## config.mk

```make
export PLATFORM = sky130hd
export DESIGN_NAME = winograd_input_xform_stream_flat
export DESIGN_NICKNAME = d
export VERILOG_FILES = /design/src/rtl/winograd_input_xform_stream_if.sv /design/src/rtl/winograd_input_xform_stream.sv /design/src/flat_wrapper.sv
export SDC_FILE = /design/constraint.sdc
export NUM_CORES = 2
export LEC_CHECK = 0
export ABC_AREA = 1
export CORE_UTILIZATION = 65
export DETAILED_ROUTE_END_ITERATION = 16
export DONT_BUFFER_PORTS = 1
export PLACE_DENSITY = 0.81
export SLEW_MARGIN = 20
export SYNTH_ARGS = -nofsm -noshare
export SYNTH_HDL_FRONTEND = slang
export SYNTH_SLANG_ARGS = --single-unit
```

## constraint.sdc

```tcl
create_clock -name clk -period 9.3 [get_ports clk]
set_clock_uncertainty 0.15 [all_clocks]
set_input_delay 1.86 -clock clk [delete_from_list [all_inputs] [get_ports clk]]
set_output_delay 1.86 -clock clk [all_outputs]
set_load 0.01 [all_outputs]
```

## src/rtl/winograd_input_xform_stream_if.sv

```systemverilog
// Row-beat stream bundle for the Winograd F(2x2,3x3) input transform:
// input tile rows in, transformed rows out, each with its own valid/ready.
interface winograd_input_xform_stream_if #(
  parameter int WIDTH = 16,
  parameter int CH    = 1,
  parameter int OUT_W = WIDTH + 2
);
  logic                     in_valid;
  logic                     in_ready;
  logic [CH*4*WIDTH-1:0]    in_data;
  logic                     in_mode;
  logic                     out_valid;
  logic                     out_ready;
  logic [CH*4*OUT_W-1:0]    out_data;
  logic                     out_last;

  modport master (
    output in_valid, in_data, in_mode, out_ready,
    input  in_ready, out_valid, out_data, out_last
  );

  modport slave (
    input  in_valid, in_data, in_mode, out_ready,
    output in_ready, out_valid, out_data, out_last
  );
endinterface

```

## src/rtl/winograd_input_xform_stream.sv

```systemverilog
// Streaming Winograd input transform I = B_T*d*B over 4x4 tiles, per channel,
// with ping-pong tile buffers and a registered output row stage.
module winograd_input_xform_stream #(
  parameter int WIDTH = 16,
  parameter int CH    = 1,
  parameter int OUT_W = WIDTH + 2
) (
  input  logic clk,
  input  logic rst,
  winograd_input_xform_stream_if.slave bus
);
  localparam int NE = CH * 4;

  typedef enum logic [1:0] {FREE, FILLING, FULL, EMITTING} buf_st_t;

  buf_st_t                 st      [2];
  logic signed [WIDTH-1:0] mem     [2][4][NE];
  logic                    mode_q  [2];
  logic                    wr_sel, rd_sel;
  logic [1:0]              wr_row, rd_row;

  logic                    fire_in, fire_out, cand, cand_ok, load, nx_buf;
  logic [1:0]              nx_row;
  logic [NE*OUT_W-1:0]     nx_data;
  logic signed [OUT_W-1:0] dv [4][4];
  logic signed [OUT_W-1:0] xv [4];
  logic signed [OUT_W-1:0] yv [4];

  assign bus.in_ready = !(((st[0] == FULL) || (st[0] == EMITTING)) &&
                          ((st[1] == FULL) || (st[1] == EMITTING)));

  // Output row 0 only needs tile rows 0 and 2, so a tile whose row 3 is being
  // accepted this cycle can already launch its first output row.
  always_comb begin
    fire_in  = bus.in_valid && bus.in_ready;
    fire_out = bus.out_valid && bus.out_ready;
    cand     = (fire_out && bus.out_last) ? ~rd_sel : rd_sel;
    cand_ok  = (st[cand] == FULL) ||
               ((st[cand] == FILLING) && (wr_sel == cand) && fire_in && (wr_row == 2'd3));
    nx_buf   = rd_sel;
    nx_row   = rd_row + 2'd1;
    load     = 1'b0;
    if (fire_out && !bus.out_last) begin
      load = 1'b1;
    end else if (fire_out || !bus.out_valid) begin
      nx_buf = cand;
      nx_row = '0;
      load   = cand_ok;
    end
  end

  always_comb begin
    nx_data = '0;
    dv      = '{default: '0};
    xv      = '{default: '0};
    yv      = '{default: '0};
    for (int unsigned c = 0; c < CH; c++) begin
      for (int unsigned r = 0; r < 4; r++)
        for (int unsigned j = 0; j < 4; j++)
          dv[r][j] = OUT_W'(mem[nx_buf][r][c*4+j]);
      for (int unsigned j = 0; j < 4; j++) begin
        if (mode_q[nx_buf]) begin
          xv[j] = dv[nx_row][j];
        end else begin
          case (nx_row)
            2'd0:    xv[j] = dv[0][j] - dv[2][j];
            2'd1:    xv[j] = dv[1][j] + dv[2][j];
            2'd2:    xv[j] = dv[2][j] - dv[1][j];
            default: xv[j] = dv[1][j] - dv[3][j];
          endcase
        end
      end
      if (mode_q[nx_buf]) begin
        yv = xv;
      end else begin
        yv[0] = xv[0] - xv[2];
        yv[1] = xv[1] + xv[2];
        yv[2] = xv[2] - xv[1];
        yv[3] = xv[1] - xv[3];
      end
      for (int unsigned j = 0; j < 4; j++)
        nx_data[(c*4+j)*OUT_W +: OUT_W] = yv[j];
    end
  end

  always_ff @(posedge clk) begin
    if (rst) begin
      st[0]         <= FREE;
      st[1]         <= FREE;
      wr_sel        <= '0;
      rd_sel        <= '0;
      wr_row        <= '0;
      rd_row        <= '0;
      bus.out_valid <= 1'b0;
      bus.out_last  <= 1'b0;
      bus.out_data  <= '0;
    end else begin
      if (fire_in) begin
        for (int unsigned e = 0; e < NE; e++)
          mem[wr_sel][wr_row][e] <= bus.in_data[e*WIDTH +: WIDTH];
        if (wr_row == 2'd0) begin
          mode_q[wr_sel] <= bus.in_mode;
          st[wr_sel]     <= FILLING;
        end
        if (wr_row == 2'd3) begin
          st[wr_sel] <= FULL;
          wr_sel     <= ~wr_sel;
        end
        wr_row <= wr_row + 2'd1;
      end
      if (fire_out && bus.out_last)
        st[rd_sel] <= FREE;
      // Emit updates come last so a same-cycle FULL from the fill path is
      // promoted straight to EMITTING.
      if (fire_out || !bus.out_valid) begin
        bus.out_valid <= load;
        bus.out_last  <= load && (nx_row == 2'd3);
        rd_sel        <= nx_buf;
        if (load) begin
          bus.out_data <= nx_data;
          rd_row       <= nx_row;
          if (nx_row == 2'd0)
            st[nx_buf] <= EMITTING;
        end
      end
    end
  end
endmodule
```

## src/flat_wrapper.sv

```systemverilog
// flat-port wrapper written by rule: the top's interface ports become plain ports
module winograd_input_xform_stream_flat 
#(
  parameter int WIDTH = 16,
  parameter int CH    = 1,
  parameter int OUT_W = WIDTH + 2
)
  (clk, rst, bus_in_valid, bus_in_data, bus_in_mode, bus_out_ready, bus_in_ready, bus_out_valid, bus_out_data, bus_out_last);
  winograd_input_xform_stream_if #(.WIDTH(WIDTH), .CH(CH), .OUT_W(OUT_W)) bus_i ();
  input  logic clk;
  input  logic rst;
  input wire logic [$bits(bus_i.in_valid)-1:0] bus_in_valid;
  input wire logic [$bits(bus_i.in_data)-1:0] bus_in_data;
  input wire logic [$bits(bus_i.in_mode)-1:0] bus_in_mode;
  input wire logic [$bits(bus_i.out_ready)-1:0] bus_out_ready;
  output wire logic [$bits(bus_i.in_ready)-1:0] bus_in_ready;
  output wire logic [$bits(bus_i.out_valid)-1:0] bus_out_valid;
  output wire logic [$bits(bus_i.out_data)-1:0] bus_out_data;
  output wire logic [$bits(bus_i.out_last)-1:0] bus_out_last;
  assign bus_i.in_valid = bus_in_valid;
  assign bus_i.in_data = bus_in_data;
  assign bus_i.in_mode = bus_in_mode;
  assign bus_i.out_ready = bus_out_ready;
  assign bus_in_ready = bus_i.in_ready;
  assign bus_out_valid = bus_i.out_valid;
  assign bus_out_data = bus_i.out_data;
  assign bus_out_last = bus_i.out_last;
  winograd_input_xform_stream #(.WIDTH(WIDTH), .CH(CH), .OUT_W(OUT_W)) u_core (.clk(clk), .rst(rst), .bus(bus_i));
endmodule
```

# Word level (Yosys, flattened, before mapping)
# Memories as Yosys holds them, arrays and structs flattened.
# Index checks and enable logic that the tools add are counted.
# op_classes
add_sub_neg	22
n_bitwise	773
mux	826
n_lt_le_gt_ge	3
n_reduce_logical	23
n_eq_ne	11
# ops
cell	n
$mux W256	4
$mux W1	797
$or A1 B1 Y1	769
$demux W64 S2	4
$mux W72	3
$pmux W18 S3	4
$sub A16 B16 Y17	12
$bmux W72 S2	1
$mux W18	4
$add A16 B16 Y17	4
$mux W64	1
$sub A18 B18 Y18	3
$mux W48	1
$mux W32	1
$add A18 B18 Y18	1
$eq A2 B2 Y1 const B	8
$mux W16	1
$logic_and A1 B1 Y1	10
$mux W2	5
$ge A3 B3 Y1 const B	2
$not A2 Y3	2
$add A2 B1 Y2 const B	2
$eq A2 B1 Y1 const B	2
$logic_not A2 Y1	2
other kinds (7)	15
# totals
mem_count	3
ff_bits	80
ram_bits	518
inputBits	69
# mem_list
memory	depth	word_bits	read_ports	rd_ports_with_merged_regs	wr	line_no	source
u_core.mem	2	256	1	0	1	winograd_input_xform_stream.sv:17	logic signed [WIDTH-1:0] mem [2][4][NE];
u_core.st	2	2	3	0	3	winograd_input_xform_stream.sv:16	buf_st_t st [2];
u_core.mode_q	2	1	1	0	1	winograd_input_xform_stream.sv:18	logic mode_q [2];

# Longest topological paths before layout
# An unclocked memory read counts as a cell.
# depth
word_depth	15
mapped_depth	46
depth_no_buf	42

# Worst setup path before layout
# Ideal clock, no wire load.
# synth_timing
kind	input to register
from	in bus_out_ready
to	reg u_core.bus.out_data[34]
setup_slack_ns	1.487
setup_ns	0.119
arrival_time_ns	7.544
t_required_ns	9.031
stages	42
cell_sequence	inv_1 nand2_1 nand2_1 nand2_1 inv_1 clkbuf_1 clkbuf_1 clkbuf_1 ha_1 clkbuf_1 clkbuf_1 nor2_1 xor2_1 ha_1 a21oi_1 o21ai_1 nand2_1 nand2_1 [... 6 more ...] ha_1 nand2_1 o21ai_0 inv_1 nor2_1 nor2_1 nor2_1 nor2_1 o21ai_0 inv_1 o21ai_0 inv_1 nor3_1 nand3_1 nand2_1 nand2_1 nand3_1 a21oi_1
# synth_between
word_cells_on_any_way	43
classes_between	9 x add/sub; 5 x eq/ne; 15 x mux; 1 x bitwise; 10 x reduce/logical; 3 x memory
# synth_lines
item	line_no	source
start, declared	flat_wrapper.sv:15	input wire logic [$bits(bus_i.out_ready)-1:0] bus_out_ready;
$logic_and A1 B1 Y1 (*)	winograd_input_xform_stream.sv:36	fire_out = bus.out_valid && bus.out_ready;
$logic_or A1 B1 Y1	winograd_input_xform_stream.sv:45	end else if (fire_out || !bus.out_valid) begin
$mux W2	winograd_input_xform_stream.sv:45	
$mux W2 (*)	winograd_input_xform_stream.sv:43	if (fire_out && !bus.out_last) begin
via u_core.nx_row[1]	winograd_input_xform_stream.sv:23	logic [1:0] nx_row;
$not A2 Y3 (not written as such)	winograd_input_xform_stream.sv:63	xv[j] = dv[nx_row][j];
$bmux W72 S2	winograd_input_xform_stream.sv:63	
$mux W72	--	
$mux W72 (not written as such)	winograd_input_xform_stream.sv:63	
$mux W18	winograd_input_xform_stream.sv:62	if (mode_q[nx_buf]) begin
$add A18 B18 Y18	winograd_input_xform_stream.sv:77	yv[1] = xv[1] + xv[2];
$mux W72 (*)	winograd_input_xform_stream.sv:73	if (mode_q[nx_buf]) begin
end signal, assigned	winograd_input_xform_stream.sv:120	bus.out_data <= nx_data;
end, declared	winograd_input_xform_stream_if.sv:24	output in_ready, out_valid, out_data, out_last
# Mark *: on every way through the listed nets, which the timed path passes. The rest lies on a longest branch. The select of a mux whose other input is x is not followed.
# A chain may end at the register's enable or synchronous reset.

# Final worst setup path
# layout_timing
from	in bus_out_ready
to	reg u_core.bus.out_data[52]
# layout_between
elab_chain_cells	12
word_cells_on_any_way	43
classes_between	9 x add/sub; 5 x eq/ne; 15 x mux; 1 x bitwise; 10 x reduce/logical; 3 x memory
# layout_rtl
item	line_no
$logic_and A1 B1 Y1 (*)	winograd_input_xform_stream.sv:36
parallel branches: the longest is 11 deep, another holds $mem_v2 Z2 W256	--
# Every way passes the cells marked *. The select of a mux whose other input is x is not followed.

==> summary.md <==
| Metric | Value |
|---|---|
| Max Slew Vio Count | `0` |
| Routed via count | `36800` |
| Share of flip-flops with an asynchronous set or reset | `0%` |
| Number of H-tree levels | `2` |
| Sequential power share | `33.9%` |
| Clk sink count | `between 500 and 600` |
| Global-route wire length before repair | `slightly above 200 mm` |
| RSZ-0062 raised after global routing | `no` |
| Hold buffer count at cts | `0` |
| Worst voltage drop across the vdd grid | `roughly 0.00021 V` |
| Crit. End Element | `register` |
| Maximum root-to-sink buffer count | `3` |
| GRT Overall Usage | `43.2%` |
| Synth cell types | `63` |
| Post-route fraction of the period consumed by the critical path | `~83%` |
| Count of unresolved DRC violations after routing | `0` |
| Most utilized layer in the global route result | `met2` |
| Placed cell count | `5600` |
| Dominant synthesized flop cell | `sky130_fd_sc_hd__edfxtp_1` |
| Area Overhead vs Synth | `6.73%` |
| Final Hold Fails | `0` |
| Grt met3 use | `10.6%` |
| Largest net degree at the start of global routing | `100` |
| Post-cts sizing count | `0` |
| Proportion of total power due to net switching | `40.5%` |
| Outcome | `complete, no violations` |
| Setup repair bufs after CTS | `0` |
| Core region area | `approximately 0.06 mm²` |
| DIE WIDTH | `between 200 and 300 µm` |
| Reg clk slew, reported paths | `0.06 ns` |
| Worst R2R Path Depth | `35` |
| Via density per instance | `about 6.5` |
| GR Overflow Total | `0` |
| Clock root buffer | `sky130_fd_sc_hd__clkbuf_16` |
| Pleak | `about 19 nW` |
| Sort of element at the start of the critical path | `primary input` |
| Type of the most critical hold path | `register to register` |
| Drt total wl | `around 140 mm` |
| Final Instance Count excl. Fillers | `between 5000 and 6000` |
| Met1 demand-to-capacity share in global routing | `around three fifths` |
| GP Congestion | `about 1.0` |
| Detailed placer's ending HPWL | `slightly above 100 mm` |
| Launch instance of the worst register-to-register path | `u_core.bus.out_valid` |
| Count of inserted antenna diode cells | `0` |
| Share of synthesized area occupied by flip-flops and latches | `42.4%` |
| Flop2flop setup slack | `between 2 and 2.5 ns` |
| Critical path's slowest cell | `sky130_fd_sc_hd__ha_1` |
| Number of enable flip-flop cells after synthesis | `just over 500` |
| Worst-path fanout max | `56` |
| Post-route minimum period | `slightly below 8 ns` |
| Logic gate share of total power | `around two fifths` |
| Area after detailed placement | `0.0410 mm²` |
| Antenna violations before repair | `4` |
| Number of standard-cell rows in the floorplan | `90` |
| Internal power component | `5.75 mW` |
| Endpoint, Worst Hold | `u_core.bus.out_data[46]` |
| Clock share of power | `around a quarter` |
| Number of buffers inserted during clock tree synthesis | `60` |
| Number of instances in the synthesized netlist | `~5000` |
| Switching pwr | `a little under 4 mW` |
| Startpoint-to-endpoint class of the critical path | `primary input to register` |
| Net count, final | `around 5200` |
| Tightest slew margin relative to the limit | `19.9%` |
| Hold Path Cell Cnt | `2` |
| Vert. Die Dim | `251 µm` |
| Final setup viols | `0` |
| Delay of the slowest cell on the worst path | `roughly 0.42 ns` |
| Transition at the pin with the smallest max-transition slack | `1.19 ns` |
| Total power per unit cell area | `between 200 and 250 mW/mm²` |
| Grt met2 use | `65.6%` |
| Clock Latency Late Sink | `roughly 0.70 ns` |
| Number of routed nets with antenna violations | `0` |
| IO Count | `144` |
| Average instance area after synthesis | `~8.1 µm²` |
| Die Footprint | `between 0.06 and 0.07 mm²` |
| TritonCTS clock tree | `done` |
| Syn_nets | `between 5000 and 6000` |
| Post-DR wirelength/cell | `24.3 µm` |
| Synth Warn # | `0` |
| Drt first pass iters | `8` |
| Tot Pwr | `9.68 mW` |
| Final instance area | `approximately 0.043 mm²` |
| Start point of the worst min-delay path | `u_core.bus.out_data[46]` |
| Netlist area before placement | `between 0.04 and 0.05 mm²` |
| Endpoint required time on the critical path | `between 9 and 10 ns` |
| Number of storage elements in the synthesis netlist | `598` |
| Initial Util | `66.3%` |
| Cell repeated most along the worst path | `sky130_fd_sc_hd__nand2_1` |
| Port Buf Inserts | `0` |
| # Max-Cap Violations | `0` |
| Via count of the first global-routing pass | `roughly 34000` |
| Maximum achievable frequency | `around 130 MHz` |
| Share of cells above drive strength 1 | `7.32%` |
| Filler Cells Inserted | `just under 5000` |
| Reg2Reg Capture Point | `u_core.bus.out_data[52]` |
| Drt first-iter violations | `4883` |
| Accumulated negative setup slack | `0 ns` |
| Worst Path Arrival | `around 8.1 ns` |
## routing by layer
layer  share of wire, %  up-vias
met5               0.11        -
met4                3.7        4
met3                 14      370
met2                 43     2435
met1                 39    17200
li1                   -    16900
## power groups by stage
stage | Clock (mW) | Sequential, mW | Combinational (mW)
2_1_floorplan | 0 | 3.30 | 2.57
3_3_place_gp | 0 | 3.34 | 3.60
3_5_place_dp | 0 | 3.34 | 3.64
4_1_cts | 2.56 | 3.28 | 3.67
5_1_grt | 2.66 | 3.30 | 4.15
6_report | 2.57 | 3.28 | 3.82
## state kept, by name, indices dropped and copies added, names as in the netlist
| signal | count |
|---|---|
| u_core.mem | 512 |
| u_core.bus.out_data | 72 |
| u_core.st | 4 |
| u_core.mode_q | 2 |
| u_core.rd_row | 2 |
| u_core.wr_row | 2 |
| u_core.bus.out_last | 1 |
| u_core.bus.out_valid | 1 |
| u_core.rd_sel | 1 |
| u_core.wr_sel | 1 |
## placed cells by master (no fill, tap or decap), types with 13 or more instances in the layout
cell,n
sky130_fd_sc_hd__mux2i_1,71
sky130_fd_sc_hd__clkbuf_1,14
sky130_fd_sc_hd__a31oi_1,43
sky130_fd_sc_hd__o21ai_1,97
sky130_fd_sc_hd__nand3_1,205
sky130_fd_sc_hd__o21bai_1,18
sky130_fd_sc_hd__o21ai_0,563
sky130_fd_sc_hd__nor2_1,243
sky130_fd_sc_hd__nand3b_1,18
sky130_fd_sc_hd__nand4_1,15
sky130_fd_sc_hd__inv_1,546
sky130_fd_sc_hd__buf_4,53
sky130_fd_sc_hd__xnor2_1,20
sky130_fd_sc_hd__edfxtp_1,514
sky130_fd_sc_hd__a21o_1,13
sky130_fd_sc_hd__xor2_1,88
sky130_fd_sc_hd__inv_2,24
sky130_fd_sc_hd__dfxtp_1,84
sky130_fd_sc_hd__nor3_1,37
sky130_fd_sc_hd__a21oi_1,397
sky130_fd_sc_hd__o21ai_2,14
sky130_fd_sc_hd__o211ai_1,115
sky130_fd_sc_hd__or2_2,120
sky130_fd_sc_hd__nand2_1,1092
sky130_fd_sc_hd__clkbuf_16,60
sky130_fd_sc_hd__ha_1,257
sky130_fd_sc_hd__nand2_2,14
## critical path: cells and delay by family
family                   cells  cell delay [ns]
buffers and inverters        6             1.05
AND/OR/NAND/NOR             17             2.66
XOR/XNOR                     1             0.10
AO/OA/AOI/OAI                9             1.51
adder cells (fa/ha/maj)      2             0.80
## layout make-up
cell class | count | area, µm² | share of cell area (%)
timing repair buffer | 55 | 438 | 1.02
clock inverter | 38 | 513 | 1.19
sequential | 598 | 17100 | 39.8
clock buffer | 74 | 1550 | 3.61
multi-input combinational | 3588 | 20300 | 47.1
tap | 782 | 978 | 2.27
inverter | 577 | 2170 | 5.05
## cells by family (layout without fill, tap and decap cells)
logic type      Yosys count  count (layout)  synth area share [%]
compound gates         1339            1339                  18.4
xor+xnor                108             108                  2.34
buf+inv                 775             744                  7.51
fa+ha+maj               270             270                  8.60
simple gates           1800            1800                  19.0
mux                      71              71                  1.76
flops                   598             598                  42.4
## metrics by stage
stage	util [%]	setup slack (ns)	hold slack, ns
floorplan	-	1.49	0.316
global placement	67.4	1.21	0.342
detailed placement	67.4	1.19	0.344
CTS	70.8	1.84	0.353
global route	70.8	1.24	0.376
finish	70.8	1.61	0.355
## Yosys cell counts, types with 10 or more instances
master / instances / area, µm²
sky130_fd_sc_hd__xor2_1: 88 / 771
sky130_fd_sc_hd__o21ai_0: 563 / 2820
sky130_fd_sc_hd__o21ai_2: 14 / 123
sky130_fd_sc_hd__nor4_1: 10 / 62.6
sky130_fd_sc_hd__o21bai_1: 18 / 135
sky130_fd_sc_hd__buf_2: 26 / 130
sky130_fd_sc_hd__nor2_1: 251 / 942
sky130_fd_sc_hd__a31oi_1: 43 / 269
sky130_fd_sc_hd__inv_1: 550 / 2060
sky130_fd_sc_hd__xnor2_1: 20 / 175
sky130_fd_sc_hd__o21ai_1: 97 / 485
sky130_fd_sc_hd__nand3b_1: 18 / 135
sky130_fd_sc_hd__nand4_1: 15 / 93.8
sky130_fd_sc_hd__nand2_1: 1098 / 4120
sky130_fd_sc_hd__inv_2: 24 / 90.1
sky130_fd_sc_hd__dfxtp_1: 84 / 1680
sky130_fd_sc_hd__ha_1: 258 / 3230
sky130_fd_sc_hd__a21o_1: 13 / 97.6
sky130_fd_sc_hd__mux2i_1: 71 / 711
sky130_fd_sc_hd__o21a_1: 12 / 90.1
sky130_fd_sc_hd__or2_2: 120 / 751
sky130_fd_sc_hd__clkbuf_1: 128 / 480
sky130_fd_sc_hd__nor3_1: 37 / 185
sky130_fd_sc_hd__a21oi_1: 397 / 1990
sky130_fd_sc_hd__edfxtp_1: 514 / 15400
sky130_fd_sc_hd__o211ai_1: 115 / 863
sky130_fd_sc_hd__buf_1: 31 / 116
sky130_fd_sc_hd__fa_1: 12 / 240
sky130_fd_sc_hd__nand3_1: 205 / 1030
## how the worst max path moves through the flow
stage	start	end	slack [ns]	cells past startpoint
5_1_grt	bus_out_ready	u_core.bus.out_data[34]	1.24	36
3_5_place_dp	bus_out_ready	u_core.bus.out_data[52]	1.19	35
6_report	bus_out_ready	u_core.bus.out_data[52]	1.61	35
3_3_place_gp	bus_out_ready	u_core.bus.out_data[52]	1.21	35
2_1_floorplan	bus_out_ready	u_core.bus.out_data[34]	1.49	42
4_1_cts	bus_out_ready	u_core.bus.out_data[52]	1.84	35
Note: power is estimated with default switching activity, not from simulation.
